<file path="config.mk">
export PLATFORM = sky130hd
export DESIGN_NAME = pipe_skid_stage
export DESIGN_NICKNAME = d
export VERILOG_FILES = /design/src/rtl/pipe_skid_stage_pkg.sv /design/src/rtl/pipe_skid_stage_slot.sv /design/src/rtl/pipe_skid_stage.sv
export SDC_FILE = /design/constraint.sdc
export NUM_CORES = 1
export LEC_CHECK = 0
export ABC_AREA = 1
export CAP_MARGIN = 40
export CORE_MARGIN = 2
export CORE_UTILIZATION = 46
export CTS_CLUSTER_SIZE = 28
export DETAILED_ROUTE_END_ITERATION = 6
export GPL_ROUTABILITY_DRIVEN = 0
export PLACE_DENSITY = 0.77
export SYNTH_ARGS = -nofsm -noshare
export SYNTH_HDL_FRONTEND = slang
export SYNTH_HIERARCHICAL = 1
export SYNTH_SLANG_ARGS = --single-unit
</file>
<file path="constraint.sdc">
create_clock -name clk_i -period 1.6 [get_ports clk_i]
set_clock_uncertainty 0.1 [all_clocks]
set_input_delay 0.32 -clock clk_i [delete_from_list [all_inputs] [get_ports clk_i]]
set_output_delay 0.32 -clock clk_i [all_outputs]
set_load 0.005 [all_outputs]
</file>
<file path="src/rtl/pipe_skid_stage_pkg.sv">
// Shared constants and FSM encoding for the register-write skid stage.
// Latency: n/a (declarations only).
// Backpressure: n/a (declarations only).
package pipe_skid_stage_pkg;

  // Reset level and default payload values shared across the pipeline.
  localparam logic        RstEnable    = 1'b0;
  localparam logic        WriteDisable = 1'b0;
  localparam int          RegBus       = 32;
  localparam int          RegAddrBus   = 5;
  localparam logic [31:0] ZeroWord     = 32'h0000_0000;
  localparam logic [4:0]  ZeroReg      = 5'b00000;

  // Occupancy-encoded states: the state value doubles as occ_o.
  typedef enum logic [1:0] {
    ST_EMPTY = 2'd0,
    ST_ONE   = 2'd1,
    ST_TWO   = 2'd2
  } state_e;

endpackage

</file>
<file path="src/rtl/pipe_skid_stage_slot.sv">
// Payload holding register with load enable and synchronous clear.
// Latency: 1 cycle from ld to q.
// Backpressure: none; holds its value whenever ld is low.
module pipe_slot #(
  parameter int             W       = 8,
  parameter logic [W-1:0]   CLR_VAL = '0
) (
  input  logic         clk,
  input  logic         clr,
  input  logic         ld,
  input  logic [W-1:0] d,
  output logic [W-1:0] q
);

  // Clear wins over load; otherwise retain the value when not loaded.
  always_ff @(posedge clk) begin
    if (clr) begin
      q <= CLR_VAL;
    end else if (ld) begin
      q <= d;
    end
  end

endmodule

</file>
<file path="src/rtl/pipe_skid_stage.sv">
// Two-entry skid stage for register-write payloads (main + skid slot).
// Latency: 1 cycle push-to-output; 1 payload/cycle sustained throughput.
// Backpressure: ready_o is a flop, low only while both slots are full.
module pipe_skid_stage
  import pipe_skid_stage_pkg::*;
#(
  parameter int DW = RegBus,
  parameter int AW = RegAddrBus
) (
  input  logic          clk_i,
  input  logic          rst_i,
  input  logic          valid_i,
  output logic          ready_o,
  input  logic [AW-1:0] reg_waddr_i,
  input  logic          reg_we_i,
  input  logic [DW-1:0] reg_wdata_i,
  input  logic          flush_i,
  output logic          valid_o,
  input  logic          ready_i,
  output logic [AW-1:0] reg_waddr_o,
  output logic          reg_we_o,
  output logic [DW-1:0] reg_wdata_o,
  output logic [1:0]    occ_o
);

  // Payload layout: {we, waddr, wdata}.
  localparam int           PW      = DW + AW + 1;
  localparam logic [PW-1:0] CLR_PAY = {WriteDisable, AW'(ZeroReg), DW'(ZeroWord)};

  state_e        state;
  state_e        nxt;
  logic          ready_q;
  logic          push;
  logic          pop;
  logic          main_ld;
  logic          main_from_skid;
  logic          skid_ld;
  logic          slot_clr;
  logic [PW-1:0] in_pay;
  logic [PW-1:0] main_d;
  logic [PW-1:0] main_q;
  logic [PW-1:0] skid_q;

  assign slot_clr = (rst_i == RstEnable);
  assign in_pay   = {reg_we_i, reg_waddr_i, reg_wdata_i};
  assign main_d   = main_from_skid ? skid_q : in_pay;

  assign valid_o  = (state != ST_EMPTY);
  assign ready_o  = ready_q;
  assign occ_o    = state;
  assign push     = valid_i & ready_q;
  assign pop      = valid_o & ready_i;

  assign reg_we_o    = main_q[PW-1] & valid_o;
  assign reg_waddr_o = main_q[DW +: AW];
  assign reg_wdata_o = main_q[DW-1:0];

  // State and ready flop; ready is precomputed from the next state so
  // ready_i never reaches ready_o combinationally.
  always_ff @(posedge clk_i) begin
    if (rst_i == RstEnable) begin
      state   <= ST_EMPTY;
      ready_q <= 1'b1;
    end else begin
      state   <= nxt;
      ready_q <= (nxt != ST_TWO);
    end
  end

  // Next-state and slot load control; flush overrides any push or pop.
  always_comb begin
    nxt            = state;
    main_ld        = 1'b0;
    main_from_skid = 1'b0;
    skid_ld        = 1'b0;
    if (flush_i) begin
      nxt = ST_EMPTY;
    end else begin
      unique case (state)
        ST_EMPTY: begin
          if (push) begin
            nxt     = ST_ONE;
            main_ld = 1'b1;
          end
        end
        ST_ONE: begin
          if (push && pop) begin
            main_ld = 1'b1;
          end else if (push) begin
            nxt     = ST_TWO;
            skid_ld = 1'b1;
          end else if (pop) begin
            nxt = ST_EMPTY;
          end
        end
        ST_TWO: begin
          if (pop) begin
            nxt            = ST_ONE;
            main_ld        = 1'b1;
            main_from_skid = 1'b1;
          end
        end
        default: nxt = ST_EMPTY;
      endcase
    end
  end

  pipe_slot #(.W(PW), .CLR_VAL(CLR_PAY)) u_main (
    .clk (clk_i),
    .clr (slot_clr),
    .ld  (main_ld),
    .d   (main_d),
    .q   (main_q)
  );

  pipe_slot #(.W(PW), .CLR_VAL(CLR_PAY)) u_skid (
    .clk (clk_i),
    .clr (slot_clr),
    .ld  (skid_ld),
    .d   (in_pay),
    .q   (skid_q)
  );

endmodule

</file>
==> impl_metrics.env <==
export IMPL_synthDistinctLibCells=19
export IMPL_power_density_mw_per_mm2=765
export IMPL_synth_top_family_by_area="simple AND/OR/NAND/NOR gates"
export IMPL_worst_ir_drop_vdd_mv=0.451
export IMPL_fillCellCount=598
export IMPL_wirelength_met1_mm=5.03
export IMPL_slew_violations=0
export IMPL_worstSetupPathType="register to register"
export IMPL_grt_overflow_total=0
export IMPL_synth_adder_area_share=0
export IMPL_setup_ws_pre_cts_ns=-0.481
export IMPL_startpoint="occ_o[1]"
export IMPL_track_usage=0.207
export IMPL_htree_num_levels=3
export IMPL_timing_hold_violations_final=0
export IMPL_r2r_slack_ns=-0.07
export IMPL_hold_slack_ns=0.335
export IMPL_clock_root_buffer="sky130_fd_sc_hd__clkbuf_8"
export IMPL_n_antenna_cell=0
export IMPL_synth_most_common_cell="sky130_fd_sc_hd__nand2_1"
export IMPL_xor_xnor_fraction_of_synth_area=0
export IMPL_layout_overhead_on_the_synthesized_area_pct=58.0
export IMPL_numPlacedInstances=806
export IMPL_critical_path_slowest_cell="sky130_fd_sc_hd__dfxtp_2"
export IMPL_endpoint_kind="register"
export IMPL_dr_pass1_iters=5
export IMPL_critical_path_max_fanout=5
export IMPL_synth_top_cells_by_count="sky130_fd_sc_hd__nand2_1, sky130_fd_sc_hd__nor2_1, sky130_fd_sc_hd__inv_1"
export IMPL_buffer_ports_inserted=84
export IMPL_initial_utilization=0.470
export IMPL_clk_latency_ns=0.35
export IMPL_total_leakage_power_nw=3.19
export IMPL_seq_area_frac_synth=0.412
export IMPL_number_of_storage_elements_in_the_synthesis_netlist=79
export IMPL_largest_net_degree_at_the_start_of_global_routing=47
export IMPL_dieArea_mm2=0.00910
export IMPL_crit_chain="inv_2 -> buf_6 -> nand2_8 -> a211oi_4 -> buf_6 -> buf_12 -> buf_12 -> clkbuf_16 -> nor2_1 -> nor2_1"
export IMPL_clk_pin_slew_ns=0.08
export IMPL_clock_sinks=79
export IMPL_synthDominantCellAreaShare=0.412
export IMPL_antenna_violating_nets_post_route=0
export IMPL_reg2regPathDepth=10
export IMPL_final_min_clock_period_ns=1.67
export IMPL_routed_via_count=4208
export IMPL_pin_count=85
export IMPL_postSynthNetCount=677
export IMPL_post_synth_cell_area_avg_um2=6.06
export IMPL_clk_path_buf_depth=2
export IMPL_finalNetCount=797
export IMPL_crit_path_start_kind="register"
export IMPL_yosys_warnings=6
export IMPL_setup_ws_ns=-0.0699
export IMPL_dp_hpwl_mm=5.50
export IMPL_die_width_um=95.4
export IMPL_postSynth_topFlopCell="sky130_fd_sc_hd__dfxtp_1"
export IMPL_grt_setup_unrepaired="yes"
export IMPL_tritoncts="done"
export IMPL_cp_slowest_stage_delay_ns=0.34
export IMPL_highest_signal_layer="met4"
export IMPL_worstSetupEndpoint="u_skid/q[18]"
export IMPL_post_route_period_util=1.04
export IMPL_cp_data_required_time_ns=1.78
export IMPL_drive_above_1_share=0.226
export IMPL_worst_r2r_endpoint="u_skid/q[18]"
export IMPL_met2_length_mm=5.98
export IMPL_core_area_mm2=0.00818
export IMPL_violations="setup timing"
export IMPL_netlist_area_mm2=0.00384
export IMPL_cts_buffers_inserted=9
export IMPL_wl_per_cell_um=13.9
export IMPL_drt_first_iter_violations=243
export IMPL_std_cell_rows=33
export IMPL_post_drt_via_cell_ratio=4.88
export IMPL_number_of_flops_mapped_to_enable_cells_by_yosys=0
export IMPL_relSlewSlack=0.784
export IMPL_cp_data_arrival_time_ns=1.85
export IMPL_timing_fmax_mhz=599
export IMPL_setup_failing_eps_final=70
export IMPL_post_synth_top_area_cell="sky130_fd_sc_hd__dfxtp_1"
export IMPL_post_layout_nonfiller_instances=862
export IMPL_power_mw=4.64
export IMPL_vias_in_the_first_global_route=3609
export IMPL_hp_class="primary input to register"
export IMPL_wire_length_after_detailed_routing_mm=12.0
export IMPL_antenna_found_initial=0
export IMPL_yosys_area_share_simple=0.357
export IMPL_yosys_top_cells_area="sky130_fd_sc_hd__dfxtp_1, sky130_fd_sc_hd__nand2_1, sky130_fd_sc_hd__nor2_1"
export IMPL_chipHeight_um=95.4
export IMPL_reg2reg_from="occ_o[1]"
export IMPL_outcome="finished, violations left"
export IMPL_worst_slew_pin_transition_ns=0.323
export IMPL_synthCells=634
export IMPL_cap_viol_max_count=0
export IMPL_async_reset_ff_frac=0
export IMPL_grt_pass1_wl_mm=14.9
export IMPL_synth_compound_area_share=0.0573
export IMPL_drcViolationCount=0
export IMPL_synth_mux_area_fraction=0
export IMPL_dr_wl_met3_um=721
-- cell usage in the layout (no fill, tap or decap), drive strengths merged --
cell           netlist  layout
clkdlybuf4s50        0      39
a21oi                2       2
buf                 27      46
clkinv               0       1
a211oi               1       1
o21ai               39      39
clkbuf               5      24
inv                123     123
bufinv               0       2
dlygate4sd2          0      32
nand2              197     197
nand3                2       2
nand4                3       3
dfxtp               79      79
dlymetal6s2s         0      11
nor2               155     155
o211ai               1       1
-- worst max-delay path, delay by kind of cell, from the launching register on --
kind	cells	cell delay [ns]
AOI/OAI and AO/OA	1	0.23
buffers and inverters	6	0.72
DFF	1	0.34
and+or+nand+nor	3	0.21
-- cell type report --
cell class | count | area [um2] | share of cell area
Clock buffer | 11 | 141 | 0.0233
Clock inverter | 3 | 68.8 | 0.0113
Inverter | 123 | 464 | 0.0765
Multi-Input combinational cell | 400 | 1900 | 0.313
Sequential cell | 79 | 1610 | 0.265
Tap cell | 105 | 131 | 0.0216
Timing Repair Buffer | 141 | 1750 | 0.289
-- cell families (layout without fill, tap and decap cells) --
group / after synthesis / after routing
AO/OA/AOI/OAI: 43 / 43
buffers and inverters: 155 / 278
flip-flops: 79 / 79
AND/OR/NAND/NOR: 357 / 357
-- report_power, final --
part / internal (mW) / switching (mW) / total, mW
logic: 0.461 / 0.429 / 0.890
registers: 2.06 / 0.0491 / 2.11
clock network: 0.909 / 0.729 / 1.64
-- flip-flops by register name (all words and copies together) (netlist names) --
| name | count |
|---|---|
| occ_o | 2 |
| ready_o | 1 |
| u_main/q | 38 |
| u_skid/q | 38 |
-- worst min-delay path by stage --
stage,from,endpoint,slack (ns),cells past startpoint
floorplan,u_main/q[37],u_main/q[37],0.35,2
global placement,u_main/q[30],u_main/q[30],0.36,2
detailed placement,u_main/q[0],u_main/q[0],0.36,2
CTS,valid_i,occ_o[1],0.33,3
global route,valid_i,occ_o[1],0.35,3
finish,valid_i,occ_o[1],0.34,3
-- metal layers --
layer	up-vias	track usage
met3	23	0.0324
met5	-	0
met4	0	0.0940
met2	156	0.374
li1	2076	-
met1	1953	0.240
-- metrics by stage --
step	util	instance area, um2	TNS [ns]
after floorplan	-	3850	-0.0703
after global placement	0.593	4840	-27.62
after detailed placement	0.593	4840	-32.55
after CTS	0.645	5270	-0.688
after global routing	0.742	6070	-7.69
final	0.742	6070	-2.31
-- timing repair --
action	CTS	global route
hold buffers	0	0
buffers inserted	8	11
gates cloned	4	20
resized for setup	71	109
pin swaps	17	27
endpoints found under the setup margin	116	88
Power figures use the tool's default switching activity.
